### config.mk
export PLATFORM = sky130hd
export DESIGN_NAME = uart_alu_interface
export DESIGN_NICKNAME = d
export VERILOG_FILES = /design/src/rtl/uart_alu_interface.sv
export SDC_FILE = /design/constraint.sdc
export NUM_CORES = 1
export LEC_CHECK = 0
export ABC_AREA = 0
export BUFFER_PORTS_ARGS = -buffer_cell sky130_fd_sc_hd__buf_2
export CORE_ASPECT_RATIO = 0.8
export CORE_MARGIN = 8
export CORE_UTILIZATION = 54
export DETAILED_ROUTE_END_ITERATION = 8
export HOLD_SLACK_MARGIN = 0.02
export PLACE_DENSITY = 0.76
export SYNTH_ARGS = -nofsm -noshare
export SYNTH_HDL_FRONTEND = slang
export SYNTH_SLANG_ARGS = --single-unit
### constraint.sdc
create_clock -name i_clock -period 3.1 [get_ports i_clock]
set_input_delay 0.465 -clock i_clock [delete_from_list [all_inputs] [get_ports i_clock]]
set_output_delay 0.465 -clock i_clock [all_outputs]
set_load 0.01 [all_outputs]
### src/rtl/uart_alu_interface.sv
// uart_alu_interface
// Collects operand A, operand B and an opcode byte from the UART receiver,
// evaluates the ALU operation and hands the result byte to the UART
// transmitter through a start/done handshake.
module uart_alu_interface #(
  parameter int NB_DATA = 8,
  parameter int NB_OP   = 6
) (
  input  logic               i_clock,
  input  logic               i_reset,
  input  logic               i_rx_done,
  input  logic [NB_DATA-1:0] i_rx_data,
  input  logic               i_tx_done,
  output logic               o_tx_start,
  output logic [NB_DATA-1:0] o_tx_data,
  output logic               o_busy,
  output logic               o_op_error,
  output logic               o_overrun
);

  typedef enum logic [2:0] {
    WAIT_A  = 3'd0,
    WAIT_B  = 3'd1,
    WAIT_OP = 3'd2,
    COMPUTE = 3'd3,
    SEND    = 3'd4,
    WAIT_TX = 3'd5
  } state_t;

  // Supported opcodes; the upper bits of the opcode byte are ignored.
  localparam logic [NB_OP-1:0] OP_ADD = NB_OP'(6'h20);
  localparam logic [NB_OP-1:0] OP_SUB = NB_OP'(6'h22);
  localparam logic [NB_OP-1:0] OP_AND = NB_OP'(6'h24);
  localparam logic [NB_OP-1:0] OP_OR  = NB_OP'(6'h25);
  localparam logic [NB_OP-1:0] OP_XOR = NB_OP'(6'h26);
  localparam logic [NB_OP-1:0] OP_NOR = NB_OP'(6'h27);
  localparam logic [NB_OP-1:0] OP_SRL = NB_OP'(6'h02);
  localparam logic [NB_OP-1:0] OP_SRA = NB_OP'(6'h03);

  // Shift amounts at or beyond the word width shift every bit out.
  localparam logic [NB_DATA-1:0] SHIFT_LIMIT = NB_DATA'(NB_DATA);

  state_t             state;
  state_t             next_state;
  logic [NB_DATA-1:0] reg_a;
  logic [NB_DATA-1:0] reg_b;
  logic [NB_OP-1:0]   reg_op;
  logic [NB_DATA-1:0] alu_result;
  logic               alu_valid;
  logic               rx_dropped;

  // A received byte is discarded whenever the block is not collecting operands.
  assign rx_dropped = i_rx_done &&
                      ((state == COMPUTE) || (state == SEND) || (state == WAIT_TX));

  // State register; reset abandons any partially collected transaction.
  always_ff @(posedge i_clock) begin
    if (i_reset) begin
      state <= WAIT_A;
    end else begin
      state <= next_state;
    end
  end

  // Next-state decode plus the combinational start pulse and busy flag.
  always_comb begin
    next_state = state;
    o_tx_start = 1'b0;
    o_busy     = 1'b1;
    case (state)
      WAIT_A: begin
        o_busy = 1'b0;
        if (i_rx_done) next_state = WAIT_B;
      end
      WAIT_B: begin
        if (i_rx_done) next_state = WAIT_OP;
      end
      WAIT_OP: begin
        if (i_rx_done) next_state = COMPUTE;
      end
      COMPUTE: begin
        next_state = SEND;
      end
      SEND: begin
        o_tx_start = 1'b1;
        next_state = WAIT_TX;
      end
      WAIT_TX: begin
        if (i_tx_done) next_state = WAIT_A;
      end
      default: begin
        next_state = WAIT_A;
      end
    endcase
  end

  // ALU evaluation of the captured operands; unsupported codes yield zero.
  always_comb begin
    alu_result = '0;
    alu_valid  = 1'b1;
    case (reg_op)
      OP_ADD: alu_result = reg_a + reg_b;
      OP_SUB: alu_result = reg_a - reg_b;
      OP_AND: alu_result = reg_a & reg_b;
      OP_OR:  alu_result = reg_a | reg_b;
      OP_XOR: alu_result = reg_a ^ reg_b;
      OP_NOR: alu_result = ~(reg_a | reg_b);
      OP_SRL: begin
        if (reg_b >= SHIFT_LIMIT) alu_result = '0;
        else                      alu_result = reg_a >> reg_b;
      end
      OP_SRA: begin
        if (reg_b >= SHIFT_LIMIT) alu_result = {NB_DATA{reg_a[NB_DATA-1]}};
        else                      alu_result = $unsigned($signed(reg_a) >>> reg_b);
      end
      default: begin
        alu_result = '0;
        alu_valid  = 1'b0;
      end
    endcase
  end

  // Operand capture, result register, sticky opcode error and overrun pulse.
  always_ff @(posedge i_clock) begin
    if (i_reset) begin
      reg_a      <= '0;
      reg_b      <= '0;
      reg_op     <= '0;
      o_tx_data  <= '0;
      o_op_error <= 1'b0;
      o_overrun  <= 1'b0;
    end else begin
      o_overrun <= rx_dropped;
      case (state)
        WAIT_A: begin
          if (i_rx_done) begin
            reg_a      <= i_rx_data;
            o_op_error <= 1'b0;
          end
        end
        WAIT_B: begin
          if (i_rx_done) reg_b <= i_rx_data;
        end
        WAIT_OP: begin
          if (i_rx_done) reg_op <= i_rx_data[NB_OP-1:0];
        end
        COMPUTE: begin
          o_tx_data <= alu_result;
          if (!alu_valid) o_op_error <= 1'b1;
        end
        default: begin
        end
      endcase
    end
  end

endmodule

==> summary.txt <==
GRT
  – Vias in the first global route: roughly 2500
  – Pin count of the biggest net entering global routing: 32
  – Initial antenna violation count: 0
  – Total grt overflow: 0
  – Tot GR Track Use: 19.91%
  – First-pass GRT wire length: 12630 um

Clock tree
  – CTS Buffer Depth: 2
  – Clk sinks: 35
  – Worst skew pair latency: around 0.3 ns
  – Root buf cell: clkbuf_8
  – CTS tree: built
  – H-Tree Depth: 2
  – Number of CTS-inserted buffers: 5
  – Reg clk slew, reported paths: around 0.080 ns

Logic synthesis
  – Ys flop type: dfxtp_1
  – Seq/Total Area, Yosys: approximately 25%
  – Synth area leader: dfxtp_1
  – Syn avg cell area: 7.650 um2
  – Post-synth top cells: nand2_1 (61), a21oi_1 (36), dfxtp_1 (35)
  – Yosys cell types: slightly above 50
  – Top post-synthesis cells by area: dfxtp_1 (25%), ha_1 (11%), nand2_1 (8.2%)
  – Synth Instances: 367
  – Cell area after synthesis: about 2800 um2
  – YS warnings: 0
  – Syn Nets: 404
  – EDFF count, synth: 0
  – Count leader, synth: nand2_1
  – Share of the synthesized area in the top cell type: approximately 25%
  – Post-synth ARST share: 0%
  – Flops & latches, synth: 35

Worst setup path
  – Crit Path Max Fanout: 6
  – Setup CP Type: flip-flop to flip-flop
  – Crit path DAT: 3.14 ns
  – Flop2flop setup slack: 0.14 ns
  – CP endpoint: o_tx_data[7]$_SDFFE_PP0P_
  – R2r endpoint: o_tx_data[7]$_SDFFE_PP0P_
  – Critical path origin: reg_op[2]$_SDFFE_PP0P_
  – Startpoint types: flip-flop
  – CP Capture Type: flip-flop
  – Reg2Reg Depth: 12
  – CP required: about 3.3 ns
  – RR Startpoint: reg_op[2]$_SDFFE_PP0P_

Placed design
  – Final HPWL DP: 5722 um
  – Placed cell count: approximately 440
  – Dpl ws: between 0.15 and 0.2 ns
  – Gpl congestion: between 0.9 and 1
  – # port buffers: 23

Pwr
  – Total power: around 1.3 mW
  – Leak pwr: 1.195 nW
  – Power density cells: 413.5 nW/um2
  – Max IR drop VDD: 0.4174 mV

Routing
  – WL/cell: around 17 um
  – DR vias: 2726
  – Drc violations: 0
  – Drt total wl: about 7800 um
  – Via-to-Cell Ratio: between 6 and 7
  – Routed Antenna Nets: 0
  – DRT iter0 DRCs: about 250
  – Drt first pass iters: 5

Layout
  – Layout cells sized above 1: 14.10%
  – Layout area overhead: 10.87%
  – Fill cells: 460
  – Nets@finish: around 430
  – Finished Layout Cells: 452
  – Antenna Cells: 0

STA
  – Worst-margin pin slew: slightly above 1 ns
  – Final TNS setup: 0 ns
  – RSZ-0062 raised after global routing: yes
  – Final worst-path cycle share: between 90% and 100%
  – Max_slew headroom: a little under a third
  – Final setup violation count: 0
  – Min cycle time layout: 2.957 ns
  – Final Hold Slack: ~0.41 ns
  – Final Max Slew Viols: 0
  – Fin. Hold Viols: 0
  – Max Freq: around 340 MHz
  – Post-route worst setup slack: approximately 0.14 ns
  – Final setup skew: 0.009043 ns

Worst hold path
  – Type of the tightest min-delay check: primary input to flip-flop

Outcome
  – Status: finished clean

Floorplanning
  – Core Box Area: around 5000 um2
  – Die width: 96.62 um
  – Rows: 23
  – Die span in y: ~80 um
  – Starting density of the core: a little under three fifths
  – Die area: a little under 8000 um2
  – IO Count: 24

Job
  – Max Cap Viol: 0
registers in the layout (all words and copies together), names as in the netlist:
register,count
o_tx_data,8
reg_a,8
reg_b,8
reg_op,6
state,3
o_op_error,1
o_overrun,1
routing by layer:
layer | global-route usage (%) | up-vias | wire, um
li1 | - | 1321 | -
met4 | 6.585 | 0 | 131
met1 | 26.51 | 1270 | 3562
met2 | 31.44 | 119 | 3441
met5 | 0 | - | 0
met3 | 4.027 | 16 | 616
worst min-delay path by stage:
stage	from	endpoint	cells past startpoint
6_report	i_rx_data[7]	reg_a[7]$_SDFFE_PP0P_	3
5_1_grt	i_rx_data[7]	reg_a[7]$_SDFFE_PP0P_	3
4_1_cts	i_rx_data[7]	reg_a[7]$_SDFFE_PP0P_	3
3_5_place_dp	o_tx_data[4]$_SDFFE_PP0P_	o_tx_data[4]$_SDFFE_PP0P_	2
3_3_place_gp	o_tx_data[4]$_SDFFE_PP0P_	o_tx_data[4]$_SDFFE_PP0P_	2
2_1_floorplan	reg_a[0]$_SDFFE_PP0P_	reg_a[0]$_SDFFE_PP0P_	2
cell families (layout without fill, tap and decap cells):
| kind of cell | Yosys count | in the layout | synth area share, % |
|---|---|---|---|
| compound gates | 91 | 91 | 19.56 |
| xor+xnor | 20 | 20 | 6.506 |
| fa+ha+maj | 25 | 25 | 11.41 |
| buf+inv | 37 | 60 | 5.392 |
| flops | 35 | 35 | 24.96 |
| mux | 23 | 23 | 9.313 |
| simple gates | 136 | 136 | 22.86 |
stage by stage:
stage                     util (%)  area (um2)
after floorplan                  -        2808
after global placement       59.60        2984
after detailed placement     59.60        2984
after CTS                    61.84        3097
after global routing         62.17        3113
final                        62.17        3113
placed cells by master (no fill, tap or decap), types with 5 or more instances in the layout:
master / instances
nand2_1: 61
a21oi_1: 36
dfxtp_1: 35
nor2_1: 31
ha_1: 24
buf_2: 23
inv_1: 18
xnor2_1: 16
mux2i_1: 16
o21ai_0: 13
buf_4: 11
nor3_1: 9
o21ai_1: 9
nand2b_1: 7
nor2b_1: 7
o211ai_1: 7
mux2_2: 5
a31oi_1: 5
a22oi_1: 5
clkbuf_8: 5
worst max-delay path: stages (launching register included):
cell and delay [ns]:
dfxtp_1 0.32, or4b_4 0.58, nor3b_4 0.24, buf_4 0.19, a21oi_1 0.06, xnor2_1 0.14, ha_1 0.35, a21o_1 0.18
a21oi_1 0.14, o21ai_1 0.12, o31ai_1 0.30, xnor2_1 0.16, o21ai_1 0.07
where the power goes:
part / internal, mW / leakage, nW / switching, mW
Clock: 0.240 / 0.0581 / 0.186
Sequential: 0.466 / 0.284 / 0.0339
Combinational: 0.162 / 0.852 / 0.200
Total: 0.867 / 1.19 / 0.420
cell type report:
type	instances	area (um2)	share of cell area, %
multi-input combinational	295	1957	62.86
tap	62	77.57	2.492
timing repair buffer	34	197.7	6.350
inverter	18	67.56	2.170
clock inverter	3	43.79	1.407
clock buffer	5	68.82	2.211
sequential	35	700.7	22.51
repair_timing:
action | 4_1_cts | 5_1_grt
hold buffers | 0 | 0
gates resized for setup | 0 | 3
endpoints found under the setup margin | 0 | 4
buffers inserted | 0 | 2
Power figures use the tool's default switching activity.
